### src/rtl/fifo_if.sv
// rtl/fifo_if.sv - producer/consumer handshake bundle for the synchronous FIFO
interface fifo_if #(
    parameter int DATA_WIDTH = 8,
    parameter int DEPTH      = 8
);
    logic                    wr_en;
    logic                    rd_en;
    logic [DATA_WIDTH-1:0]   data_in;
    logic [DATA_WIDTH-1:0]   data_out;
    logic                    full;
    logic                    empty;
    logic [$clog2(DEPTH):0]  count;

    modport master (
        output wr_en, rd_en, data_in,
        input  data_out, full, empty, count
    );

    modport slave (
        input  wr_en, rd_en, data_in,
        output data_out, full, empty, count
    );
endinterface

### src/rtl/fifo.sv
// rtl/fifo.sv - single-clock FIFO with registered read data and occupancy flags
module fifo #(
    parameter int DATA_WIDTH = 8,
    parameter int DEPTH      = 8
) (
    input  logic  clk,
    input  logic  rst,
    fifo_if.slave bus
);
    localparam int            AW      = $clog2(DEPTH);
    localparam logic [AW:0]   CNT_MAX = (AW+1)'(DEPTH);

    logic [DATA_WIDTH-1:0] mem_q [DEPTH];
    logic [AW-1:0]         wptr_q, wptr_d;
    logic [AW-1:0]         rptr_q, rptr_d;
    logic [AW:0]           cnt_q, cnt_d;
    logic [DATA_WIDTH-1:0] dout_q, dout_d;
    logic                  full_w, empty_w;
    logic                  wr_ok, rd_ok;

    assign full_w  = (cnt_q == CNT_MAX);
    assign empty_w = (cnt_q == '0);

    // A write into a full FIFO is allowed when the head is popped on the same edge.
    assign wr_ok = bus.wr_en && (!full_w || bus.rd_en);
    assign rd_ok = bus.rd_en && !empty_w;

    always_comb begin
        wptr_d = wptr_q;
        rptr_d = rptr_q;
        cnt_d  = cnt_q;
        dout_d = dout_q;
        if (wr_ok) begin
            wptr_d = wptr_q + 1'b1;
        end
        if (rd_ok) begin
            rptr_d = rptr_q + 1'b1;
            dout_d = mem_q[rptr_q];
        end
        case ({wr_ok, rd_ok})
            2'b10:   cnt_d = cnt_q + 1'b1;
            2'b01:   cnt_d = cnt_q - 1'b1;
            default: cnt_d = cnt_q;
        endcase
    end

    always_ff @(posedge clk) begin
        if (rst) begin
            wptr_q <= '0;
            rptr_q <= '0;
            cnt_q  <= '0;
            dout_q <= '0;
        end else begin
            wptr_q <= wptr_d;
            rptr_q <= rptr_d;
            cnt_q  <= cnt_d;
            dout_q <= dout_d;
        end
    end

    // Storage is never cleared; occupancy alone decides which entries are live.
    always_ff @(posedge clk) begin
        if (!rst && wr_ok) begin
            mem_q[wptr_q] <= bus.data_in;
        end
    end

    assign bus.data_out = dout_q;
    assign bus.full     = full_w;
    assign bus.empty    = empty_w;
    assign bus.count    = cnt_q;
endmodule

### src/flat_wrapper.sv
// flat-port wrapper written by rule: the top's interface ports become plain ports
module fifo_flat 
#(
    parameter int DATA_WIDTH = 8,
    parameter int DEPTH      = 8
)
  (clk, rst, bus_wr_en, bus_rd_en, bus_data_in, bus_data_out, bus_full, bus_empty, bus_count);
  fifo_if #(.DATA_WIDTH(DATA_WIDTH), .DEPTH(DEPTH)) bus_i ();
  input  logic clk;
  input  logic rst;
  input wire logic [$bits(bus_i.wr_en)-1:0] bus_wr_en;
  input wire logic [$bits(bus_i.rd_en)-1:0] bus_rd_en;
  input wire logic [$bits(bus_i.data_in)-1:0] bus_data_in;
  output wire logic [$bits(bus_i.data_out)-1:0] bus_data_out;
  output wire logic [$bits(bus_i.full)-1:0] bus_full;
  output wire logic [$bits(bus_i.empty)-1:0] bus_empty;
  output wire logic [$bits(bus_i.count)-1:0] bus_count;
  assign bus_i.wr_en = bus_wr_en;
  assign bus_i.rd_en = bus_rd_en;
  assign bus_i.data_in = bus_data_in;
  assign bus_data_out = bus_i.data_out;
  assign bus_full = bus_i.full;
  assign bus_empty = bus_i.empty;
  assign bus_count = bus_i.count;
  fifo #(.DATA_WIDTH(DATA_WIDTH), .DEPTH(DEPTH)) u_core (.clk(clk), .rst(rst), .bus(bus_i));
endmodule
### config.mk
export PLATFORM = sky130hd
export DESIGN_NAME = fifo_flat
export DESIGN_NICKNAME = d
export VERILOG_FILES = /design/src/rtl/fifo_if.sv /design/src/rtl/fifo.sv /design/src/flat_wrapper.sv
export SDC_FILE = /design/constraint.sdc
export NUM_CORES = 1
export LEC_CHECK = 0
export ABC_CLOCK_PERIOD_IN_PS = 4750
export BUFFER_PORTS_ARGS = -buffer_cell sky130_fd_sc_hd__buf_4
export CAP_MARGIN = 20
export CORE_ASPECT_RATIO = 1.25
export CORE_MARGIN = 8
export CORE_UTILIZATION = 45
export DETAILED_ROUTE_END_ITERATION = 6
export PLACE_DENSITY = 0.67
export SLEW_MARGIN = 20
export SYNTH_ARGS = -nofsm -noshare
export SYNTH_HDL_FRONTEND = slang
export SYNTH_SLANG_ARGS = --single-unit
### constraint.sdc
create_clock -name clk -period 4.75 [get_ports clk]
set_input_delay 0.2375 -clock clk [delete_from_list [all_inputs] [get_ports clk]]
set_output_delay 0.2375 -clock clk [all_outputs]
set_load 0.01 [all_outputs]
==> results by group <==
Drt
  • Detailed-route wire length: approximately 6000 um
  • Routed wire length per instance: 19.03 um
  • Via count: about 1,700
  • Remaining routing DRC violations: 0
  • Routed Antenna Nets: 0
  • Vias per inst: around 5.5
  • Number of iterations in the first detailed-routing pass: 4
  • Count of routing violations after the opening detailed-route iteration: 96

Floorplanning
  • Core Area: 0.006934 sq mm
  • Die Span X: roughly 92 um
  • Starting density of the core: between 40% and 50%
  • Placement row count: 34
  • Vertical extent of the die: 110.5 um
  • Total die area: slightly above 0.01 sq mm
  • Number of primary I/O pins: 26

Yosys
  • Fraction of the yosys area taken by sequential cells: a little under three quarters
  • #FFs+latches synth: between 80 and 90
  • Synthesized area: approximately 0.0032 sq mm
  • Post-Synthesis Cells: between 150 and 200
  • Post-synthesis net count: around 210
  • Number of unique standard cell types used by synthesis: 29
  • Warnings from Yosys: 0
  • Avg Inst Size Synth: 16.82 sq um

Timing
  • Max-Slew Margin vs Limit: 35.31%
  • Final count of pins violating max slew: 0
  • Final setup violation count: 0
  • Worst Skew: around 0.0079 ns
  • Total count of hold-check failures in the final report: 0
  • Unrepaired setup endpoints after global routing: no
  • F_max: ~360 MHz
  • TNS Setup: 0 ns
  • Worst-Margin Slew: about 0.97 ns
  • Clock period minus final worst setup slack: between 2 and 3 ns
  • Final clock period utilization by the worst path: between 50% and 60%

Clock network
  • Post CTS Setup Buffer Count: 0
  • Clk root buf: sky130_fd_sc_hd__clkbuf_8
  • Clock-pin slew on the worst setup and hold paths: ~0.09 ns
  • # resized after CTS: 0
  • Number of buffers inserted during clock tree synthesis: 9
  • CTS sink count: between 80 and 90
  • Count of H-tree levels built during CTS: 3
  • Hold-fix buffers, CTS: 0
  • Clock latency on the worst-skew pair: approximately 0.35 ns
  • TritonCTS clock tree: built
  • Maximum number of buffers from clock root to sink: 2

Worst hold path
  • Worst hold path type: input port to flop
  • Worst min-delay path startpoint: bus_data_in[4]
  • Worst Hold Path EP: u_core.mem_q[0][4]$_DFFE_PP_
  • Cell count of the worst hold path: 1

Global route
  • Met1 track utilization from global routing: around 14%
  • Maximum number of pins on one net before global-route repair: 23
  • Global-route wire length before repair: about 9700 um
  • GRT Max-Usage Layer: met2
  • Met3 Resource Use GR: 3.862%
  • Initial antenna violation count: 0
  • Met2 layer usage reported by global route: 21.43%
  • Via count of the first global-routing pass: 1,787
  • Total global routing track utilization: 12.63%
  • Overflow left after global routing: 0

Finish
  • Post-synthesis to final-layout area growth: 15.74%
  • Post-layout net count: ~240
  • Post-route cell area: about 0.0037 sq mm
  • Highest-count cells in the layout ignoring fill and taps: sky130_fd_sc_hd__edfxtp_1 (64), sky130_fd_sc_hd__buf_4 (28), sky130_fd_sc_hd__nor2_1 (24)
  • Most common library cell in the layout ignoring fill and taps: sky130_fd_sc_hd__edfxtp_1
  • ANT cells: 0
  • Share of cells above drive strength 1: between 20% and 30%

Critical path
  • Crit path max fanout: 7
  • Critical path class: flop to flop
  • End of the worst register-to-register path: u_core.bus.count[3]$_SDFFE_PP0P_
  • Minimum setup slack among reg-to-reg paths: between 1.5 and 2 ns
  • Worst reg2reg path depth: 8
  • CP startpoint kind: flop
  • Crit Reg-Reg Startpoint: u_core.bus.count[0]$_SDFFE_PP0P_
  • CP arrival: slightly above 3 ns
  • Nature of the critical path endpoint: flop
  • CP required: slightly above 5 ns

Placed design
  • Post-detail-place hpwl: approximately 3800 um
  • Final weighted congestion in routability-driven placement: ~0.73
  • Number of I/O port buffers: 25
  • Placed instance area: 0.003517 sq mm

Status
  • Outcome: completed

Power
  • Cell area power density: between 400 and 500 mW/mm^2
  • Worst VDD drop: ~0.00023 V
  • Leakage: about 1.3 nW

Flow run
  • Number of violations of the max-capacitance limit: 0
-- metal layers --
| layer | vias to the layer above | share of wire, % |
|---|---|---|
| li1 | 801 | - |
| met5 | - | 0 |
| met2 | 48 | 52 |
| met3 | 8 | 5.1 |
| met4 | 0 | 1.7 |
| met1 | 872 | 41 |
-- power breakdown --
group          switching [mW]  total, mW  internal (mW)  leakage (nW)
sequential             0.0558      0.888          0.832         0.726
combinational           0.205      0.408          0.203         0.434
clock                   0.263      0.509          0.246        0.0914
total                   0.523       1.81           1.28          1.25
-- kinds of logic (layout without fill, tap and decap cells) --
kind of cell,count (synthesis),count (layout),synth area share (%)
flip-flops,82,82,71.06
AND/OR/NAND/NOR,48,48,7.090
AO/OA/AOI/OAI,18,18,3.935
multiplexers,18,18,11.84
buffers and inverters,13,48,1.869
adder cells (fa/ha/maj),6,6,2.571
XOR/XNOR,6,6,1.636
-- cells in the mapped netlist --
cell                       count  area (sq um)
sky130_fd_sc_hd__clkbuf_1      4         15.01
sky130_fd_sc_hd__buf_4         2         15.01
sky130_fd_sc_hd__mux4_2       16         360.4
sky130_fd_sc_hd__ha_1          5         62.56
sky130_fd_sc_hd__o21ai_4       1         16.27
sky130_fd_sc_hd__dfxtp_1      18         360.4
sky130_fd_sc_hd__or4b_4        1         13.76
sky130_fd_sc_hd__buf_2         3         15.01
sky130_fd_sc_hd__xnor2_1       1         8.760
sky130_fd_sc_hd__and3_1        1         6.260
sky130_fd_sc_hd__edfxtp_1     64          1922
sky130_fd_sc_hd__nor2_1       24         90.09
sky130_fd_sc_hd__xor2_1        5         43.79
sky130_fd_sc_hd__mux2i_1       2         20.02
sky130_fd_sc_hd__o31ai_1       1         7.510
sky130_fd_sc_hd__nand3b_1      1         7.510
sky130_fd_sc_hd__o211ai_1      2         15.01
sky130_fd_sc_hd__o41a_2        1         12.51
sky130_fd_sc_hd__nand2_1       4         15.01
sky130_fd_sc_hd__nand2b_1      1         6.260
sky130_fd_sc_hd__nor3_1       11         55.05
sky130_fd_sc_hd__fa_1          1         20.02
sky130_fd_sc_hd__a21oi_1       5         25.02
sky130_fd_sc_hd__nor4b_1       1         8.760
sky130_fd_sc_hd__inv_1         4         15.01
sky130_fd_sc_hd__nor4_1        2         12.51
sky130_fd_sc_hd__or4_1         1         7.510
sky130_fd_sc_hd__nand3_1       1         5.000
sky130_fd_sc_hd__o22ai_1       8         50.05
-- worst max path at each step --
stage	from	end	slack, ns
after global routing	u_core.bus.count[0]$_SDFFE_PP0P_	u_core.bus.count[3]$_SDFFE_PP0P_	1.79
after global placement	u_core.bus.count[0]$_SDFFE_PP0P_	u_core.bus.count[3]$_SDFFE_PP0P_	2.07
final	u_core.bus.count[0]$_SDFFE_PP0P_	u_core.bus.count[3]$_SDFFE_PP0P_	1.98
after floorplan	u_core.bus.count[0]$_SDFFE_PP0P_	u_core.bus.count[3]$_SDFFE_PP0P_	2.19
after CTS	u_core.bus.count[0]$_SDFFE_PP0P_	u_core.bus.count[3]$_SDFFE_PP0P_	2.00
after detailed placement	u_core.bus.count[0]$_SDFFE_PP0P_	u_core.bus.count[3]$_SDFFE_PP0P_	2.02
-- cell type report --
class                      instances  area [sq um]
inverter                           4         15.01
clock inverter                     7         76.32
tap                               90         112.6
clock buffer                       9         123.9
sequential                        82          2282
multi-input combinational         96         897.1
timing repair buffer              28         210.2
fill                             589          3217
-- critical path: stages (launching register included) --
cell                      delay, ns
sky130_fd_sc_hd__dfxtp_1       0.39
sky130_fd_sc_hd__or4b_4        0.60
sky130_fd_sc_hd__o21ai_4       0.29
sky130_fd_sc_hd__ha_1          0.25
sky130_fd_sc_hd__ha_1          0.27
sky130_fd_sc_hd__a21oi_1       0.20
sky130_fd_sc_hd__a21oi_1       0.10
sky130_fd_sc_hd__or4_1         0.47
sky130_fd_sc_hd__a21oi_1       0.14
-- state kept, by name, indices dropped and copies added, names as in the netlist --
| signal | cells |
|---|---|
| u_core.bus.data_out | 8 |
| u_core.bus.count | 4 |
| u_core.wptr_q | 3 |
| u_core.rptr_q | 3 |
| u_core.mem_q | 64 |
-- per-stage QoR --
| step | setup WS (ns) | utilization [%] | cells | hold slack (ns) | power [mW] |
|---|---|---|---|---|---|
| floorplan | 2.191 | - | 191 | 0.3364 | 1.170 |
| global placement | 2.069 | 50.72 | 300 | 0.4716 | 1.314 |
| detailed placement | 2.023 | 50.72 | 300 | 0.4746 | 1.320 |
| CTS | 1.998 | 53.61 | 316 | 0.1015 | 1.822 |
| global route | 1.795 | 53.61 | 316 | 0.1012 | 1.903 |
| finish | 1.978 | 53.61 | 316 | 0.1132 | 1.805 |
No activity file was read; power rests on OpenSTA's default activity.
